<file path="src/rtl/pwm_deadtime.sv">
// Complementary PWM gate driver with programmable rising/falling dead time,
// synchronised brake input and a small register bank (CTRL, STAT, CNT).
module pwm_deadtime #(
   parameter int DT_W = 8
) (
   input  logic        clk,
   input  logic        rst,
   input  logic [7:0]  waddr_i,
   input  logic [31:0] data_i,
   input  logic [3:0]  sel_i,
   input  logic        we_i,
   input  logic [7:0]  raddr_i,
   input  logic        rd_i,
   output logic [31:0] data_o,
   input  logic        pwm_i,
   input  logic        brake_i,
   output logic        pwm_hi_o,
   output logic        pwm_lo_o,
   output logic        irq_brake_o
);

   typedef enum logic [2:0] {
      IDLE    = 3'd0,
      LO_ON   = 3'd1,
      DEAD_LH = 3'd2,
      HI_ON   = 3'd3,
      DEAD_HL = 3'd4,
      BRAKE   = 3'd5
   } state_t;

   state_t          state_q, state_d;
   logic [DT_W-1:0] cnt_q, cnt_d;
   logic [DT_W-1:0] dt_r_q, dt_f_q;
   logic            en_q, inv_q, brk_en_q, brk_lvl_q;
   logic            brk_flag_q, brk_flag_d;
   logic            brk_m_q, brk_s_q, pwm_q;
   logic            hi_q, lo_q, irq_q;
   logic [31:0]     data_q, data_d;
   logic            ctrl_we, stat_w1c, brake_act, rise, fall;
   logic            unused_bits;

   // Bus: a write with we_i=1 lands on the next edge; a read with rd_i=1
   // presents its data on data_o from the next edge until the next read.
   assign ctrl_we     = we_i && (waddr_i == 8'h00);
   assign stat_w1c    = we_i && (waddr_i == 8'h04) && data_i[0];
   assign brake_act   = brk_en_q && (brk_s_q == brk_lvl_q);
   assign rise        = pwm_i && !pwm_q;
   assign fall        = !pwm_i && pwm_q;
   assign unused_bits = ^{sel_i, data_i[31:24], data_i[7:4]};

   always_comb begin
      state_d = state_q;
      cnt_d   = cnt_q;
      if (brake_act) begin
         state_d = BRAKE;
         cnt_d   = '0;
      end else if (state_q == BRAKE) begin
         if (!brk_flag_q) begin
            state_d = IDLE;
            cnt_d   = '0;
         end
      end else if (!en_q) begin
         state_d = IDLE;
         cnt_d   = '0;
      end else begin
         unique case (state_q)
            IDLE, LO_ON, HI_ON: begin
               // IDLE starts towards whichever side pwm_i currently asks for
               if ((state_q == IDLE && pwm_i) || (state_q == LO_ON && rise)) begin
                  if (dt_r_q == '0) state_d = HI_ON;
                  else begin
                     state_d = DEAD_LH;
                     cnt_d   = dt_r_q - DT_W'(1);
                  end
               end else if ((state_q == IDLE && !pwm_i) || (state_q == HI_ON && fall)) begin
                  if (dt_f_q == '0) state_d = LO_ON;
                  else begin
                     state_d = DEAD_HL;
                     cnt_d   = dt_f_q - DT_W'(1);
                  end
               end
            end
            DEAD_LH: begin
               if (!pwm_i)             state_d = LO_ON;
               else if (cnt_q == '0)   state_d = HI_ON;
               else                    cnt_d   = cnt_q - DT_W'(1);
            end
            DEAD_HL: begin
               if (pwm_i)              state_d = HI_ON;
               else if (cnt_q == '0)   state_d = LO_ON;
               else                    cnt_d   = cnt_q - DT_W'(1);
            end
            default: state_d = IDLE;
         endcase
      end
   end

   always_comb begin
      brk_flag_d = brk_flag_q;
      if (brake_act)     brk_flag_d = 1'b1;
      else if (stat_w1c) brk_flag_d = 1'b0;
   end

   always_comb begin
      data_d = data_q;
      if (rd_i) begin
         unique case (raddr_i)
            8'h00:   data_d = {8'd0, dt_f_q, dt_r_q, 4'd0, brk_lvl_q, brk_en_q, inv_q, en_q};
            8'h04:   data_d = {27'd0, brk_s_q, state_q, brk_flag_q};
            8'h08:   data_d = 32'(cnt_q);
            default: data_d = 32'd0;
         endcase
      end
   end

   always_ff @(posedge clk or posedge rst) begin
      if (rst) begin
         state_q    <= IDLE;
         cnt_q      <= '0;
         en_q       <= 1'b0;
         inv_q      <= 1'b0;
         brk_en_q   <= 1'b0;
         brk_lvl_q  <= 1'b0;
         dt_r_q     <= '0;
         dt_f_q     <= '0;
         brk_flag_q <= 1'b0;
         brk_m_q    <= 1'b0;
         brk_s_q    <= 1'b0;
         pwm_q      <= 1'b0;
         hi_q       <= 1'b0;
         lo_q       <= 1'b0;
         irq_q      <= 1'b0;
         data_q     <= 32'd0;
      end else begin
         state_q    <= state_d;
         cnt_q      <= cnt_d;
         brk_flag_q <= brk_flag_d;
         brk_m_q    <= brake_i;
         brk_s_q    <= brk_m_q;
         pwm_q      <= pwm_i;
         // Gate drives follow the state being entered, so they never lag it
         hi_q       <= (state_d == HI_ON) ^ inv_q;
         lo_q       <= (state_d == LO_ON) ^ inv_q;
         irq_q      <= brake_act && (state_q != BRAKE);
         data_q     <= data_d;
         if (ctrl_we) begin
            en_q      <= data_i[0];
            inv_q     <= data_i[1];
            brk_en_q  <= data_i[2];
            brk_lvl_q <= data_i[3];
            dt_r_q    <= data_i[8 +: DT_W];
            dt_f_q    <= data_i[16 +: DT_W];
         end
      end
   end

   assign pwm_hi_o    = hi_q;
   assign pwm_lo_o    = lo_q;
   assign irq_brake_o = irq_q;
   assign data_o      = data_q;

endmodule

</file>
<file path="config.mk">
export PLATFORM = sky130hd
export DESIGN_NAME = pwm_deadtime
export DESIGN_NICKNAME = d
export VERILOG_FILES = /design/src/rtl/pwm_deadtime.sv
export SDC_FILE = /design/constraint.sdc
export NUM_CORES = 1
export LEC_CHECK = 0
export BUFFER_PORTS_ARGS = -buffer_cell sky130_fd_sc_hd__buf_2
export CORE_AREA = 3 3 82 84
export CTS_CLUSTER_DIAMETER = 30
export DETAILED_ROUTE_END_ITERATION = 16
export DIE_AREA = 0 0 85 87
export PLACE_DENSITY = 0.86
export SLEW_MARGIN = 40
export SYNTH_ARGS = -nofsm -noshare
export SYNTH_HDL_FRONTEND = slang
export SYNTH_SLANG_ARGS = --single-unit
</file>
<file path="constraint.sdc">
create_clock -name clk -period 6.33 [get_ports clk]
set_input_delay 1.5825 -clock clk [delete_from_list [all_inputs] [get_ports clk]]
set_output_delay 1.5825 -clock clk [all_outputs]
set_load 0.005 [all_outputs]
</file>
==> qor.csv <==
metric;value;unit
Synth cell types;53;
global-route wire length before repair;11400;um
DR WL met3;433;um
Post-synth EDFFs;0;
NumNets Final;449;
DP HPWL;4960;um
GRT Residual Overflow;0;
Placed Area;0.00348;mm^2
Diodes inserted;0;
Worst Tran Pin Value;0.584;ns
CP Class;primary input to flop;
crit-path cells;buf_2 -> a21bo_2 -> o32a_1 -> a2bb2oi_2 -> inv_1 -> ha_1 -> nor2b_1 -> nand4_1 -> xnor2_1 -> o31ai_1;
max-cap violations;0;
Design Area, Final;0.00365;mm^2
slowest stage delay, CP;0.35;ns
Area Growth Syn to Fin;16.6;%
core area;0.00599;mm^2
DRT met1 WL;3030;um
Peak VDD IR;0.205;mV
I/O Buffers;68;
overall routed net length;6690;um
status;complete, no violations;
vias in the first global route;2465;
Max Root-Sink Buffers;2;
Worst-Skew Late Latency;0.33;ns
Leak;1.80;nW
CTS Buf Count;9;
htree depth;3;
Tcrit/Tclk final;49.8;%
Internal Power;0.608;mW
Crit. End Element;flop;
drt pass-1 iters;4;
CTS root buf;clkbuf_8;
Syn Std Cell Area;0.00314;mm^2
pin count of the biggest net entering global routing;63;
Post-synth ARST share;100;%
critical path's slowest cell;o32a_1;
Sum Neg Setup Slack;0;ns
Top delay family on crit path;compound AO/OA/AOI/OAI gates;
met2 WL;3180;um
Top Metal Used;met4;
DRT iter0 DRCs;170;
# IOs;93;
crit-path max FO;12;
Max Clk Rate;317;MHz
Buf+Inv Stages, Crit Path;2;
initial antenna violation count;0;
Synth Area per Inst;9.62;um^2
DR WL/cell;14.2;um
unrepaired setup endpoints after global routing;no;
flops & latches, synth;62;
min-delay worst type;flop to flop;
commonest non-fill, non-tap cell in the layout;buf_2;
placement row count;28;
r2r setup slk;3.83;ns
Vias;2561;
Slew Limit Headroom;61.1;%
Post-CTS Setup Inserts;0;
Starting Density;52.3;%
layout cell share with drive strength beyond 1;27.8;%
Die W;85;um
final setup fails;0;
post-CTS sizing;0;
DRT antenna net count;0;
die area;0.00740;mm^2
GR Util All Layers;19.4;%
Syn Inst Count;326;
Seq/Total Area, Yosys;49.5;%
Clock transition at path regs;0.06;ns
min cycle time layout;3.15;ns
startpoint class of the critical path;primary input;
CP Data Required Time;6.56;ns
CTS sink cnt;62;
Sw Pwr;0.222;mW
final hold violation count;0;
Gate power share;13.2;%
Max Slew Vio Count;0;
CTS tree;yes;
ys flop type;dfrtp_1;
DR vias/cell;5.45;
Worst Skew;0.00929;ns
critical path arrival;3.39;ns
Ys Warns;0;
DRC violations left;0;
Hold-fix buffers, CTS;0;
Net Sw Frac;26.7;%
routability congestion estimate;0.867;
Die Y;87;um
clock group share of total power;35.8;%
most frequent cells in the layout;68 x buf_2, 62 x dfrtp_1, 40 x nand2_1;
Power Dens Cells;227;mW/mm^2
register share of total power;51.1;%
metrics by stage:
stage / instances / util (%) / total power [mW] / hold slack (ns) / worst slack (ns)
after floorplan: 333 / - / 0.511 / 0.331 / 3.14
after global placement: 454 / 58.1 / 0.535 / 0.335 / 2.61
after detailed placement: 454 / 58.1 / 0.540 / 0.336 / 2.85
after CTS: 470 / 60.9 / 0.836 / 0.362 / 3.20
after global routing: 470 / 61.0 / 0.872 / 0.377 / 3.00
final: 470 / 61.0 / 0.830 / 0.356 / 3.18
cells by family (layout without fill, tap and decap cells):
logic type      count (synthesis)  after routing  share of synthesized area (%)
other cells                     1              8                          0.120
fa+ha+maj                       1              1                          0.399
simple gates                   98             98                           15.7
mux                            24             24                           8.42
xor+xnor                        8              8                           2.23
flops                          62             62                           49.5
compound gates                 78             78                           15.6
buf+inv                        54            116                           8.10
cell usage after synthesis, drive strengths merged, types with 3 or more instances:
| library cell | number | area (um^2) |
|---|---|---|
| a21oi | 11 | 55.1 |
| and3 | 5 | 31.3 |
| buf | 19 | 121 |
| clkbuf | 6 | 23.8 |
| dfrtp | 62 | 1550 |
| inv | 29 | 109 |
| mux2 | 19 | 214 |
| mux2i | 5 | 50.1 |
| nand2 | 40 | 150 |
| nand3 | 5 | 25.0 |
| nor2 | 15 | 56.3 |
| nor2b | 6 | 37.5 |
| nor3 | 3 | 15.0 |
| nor4 | 7 | 43.8 |
| o21ai | 37 | 185 |
| o22a | 4 | 35.0 |
| o22ai | 6 | 37.5 |
| o31ai | 4 | 30.0 |
| or2 | 3 | 18.8 |
| xnor2 | 6 | 52.6 |
worst paths after layout:
kind,start,depth (start not counted),end
worst max-delay path,pwm_i,10,cnt_q[6]
worst min register to register,brk_m_q,0,brk_s_q
worst min-delay path,brk_m_q,0,brk_s_q
min in group asynchronous,rst,3,data_o[23]
worst max register to register,state_q[2],7,cnt_q[7]
max in group asynchronous,rst,3,en_q
worst register-to-register path: cells and delay by family, from the launching register on:
family          cells  cell delay [ns]
xor+xnor            1             0.30
simple gates        3             0.78
compound gates      3             0.76
flops               1             0.55
registers in the layout, indices dropped and copies added (netlist names):
| register | cells |
|---|---|
| brk_flag_q | 1 |
| en_q | 1 |
| pwm_lo_o | 1 |
| pwm_hi_o | 1 |
| state_q | 3 |
| data_o | 24 |
| cnt_q | 8 |
| pwm_q | 1 |
| brk_en_q | 1 |
| irq_brake_o | 1 |
| inv_q | 1 |
| brk_m_q | 1 |
| brk_lvl_q | 1 |
| dt_f_q | 8 |
| brk_s_q | 1 |
| dt_r_q | 8 |
cell type report:
class	count	area (um^2)
Multi-Input combinational cell	217	1370
Sequential cell	62	1550
Inverter	29	109
Tap cell	75	93.8
Clock buffer	12	145
Timing Repair Buffer	71	367
Clock inverter	4	22.5
Fill cell	512	2340
metal layers:
metal	track usage, %	up-vias
met2	31.5	82
met4	5.18	0
li1	-	1246
met1	26.1	1226
met3	4.64	7
met5	0	-
power groups by stage:
stage          Sequential, mW  Clock [mW]  Combinational [mW]
2_1_floorplan           0.423           0              0.0873
3_3_place_gp            0.430           0               0.105
3_5_place_dp            0.431           0               0.109
4_1_cts                 0.423       0.303               0.110
5_1_grt                 0.426       0.320               0.125
6_report                0.424       0.297               0.109
Note: power is estimated with default switching activity, not from simulation.
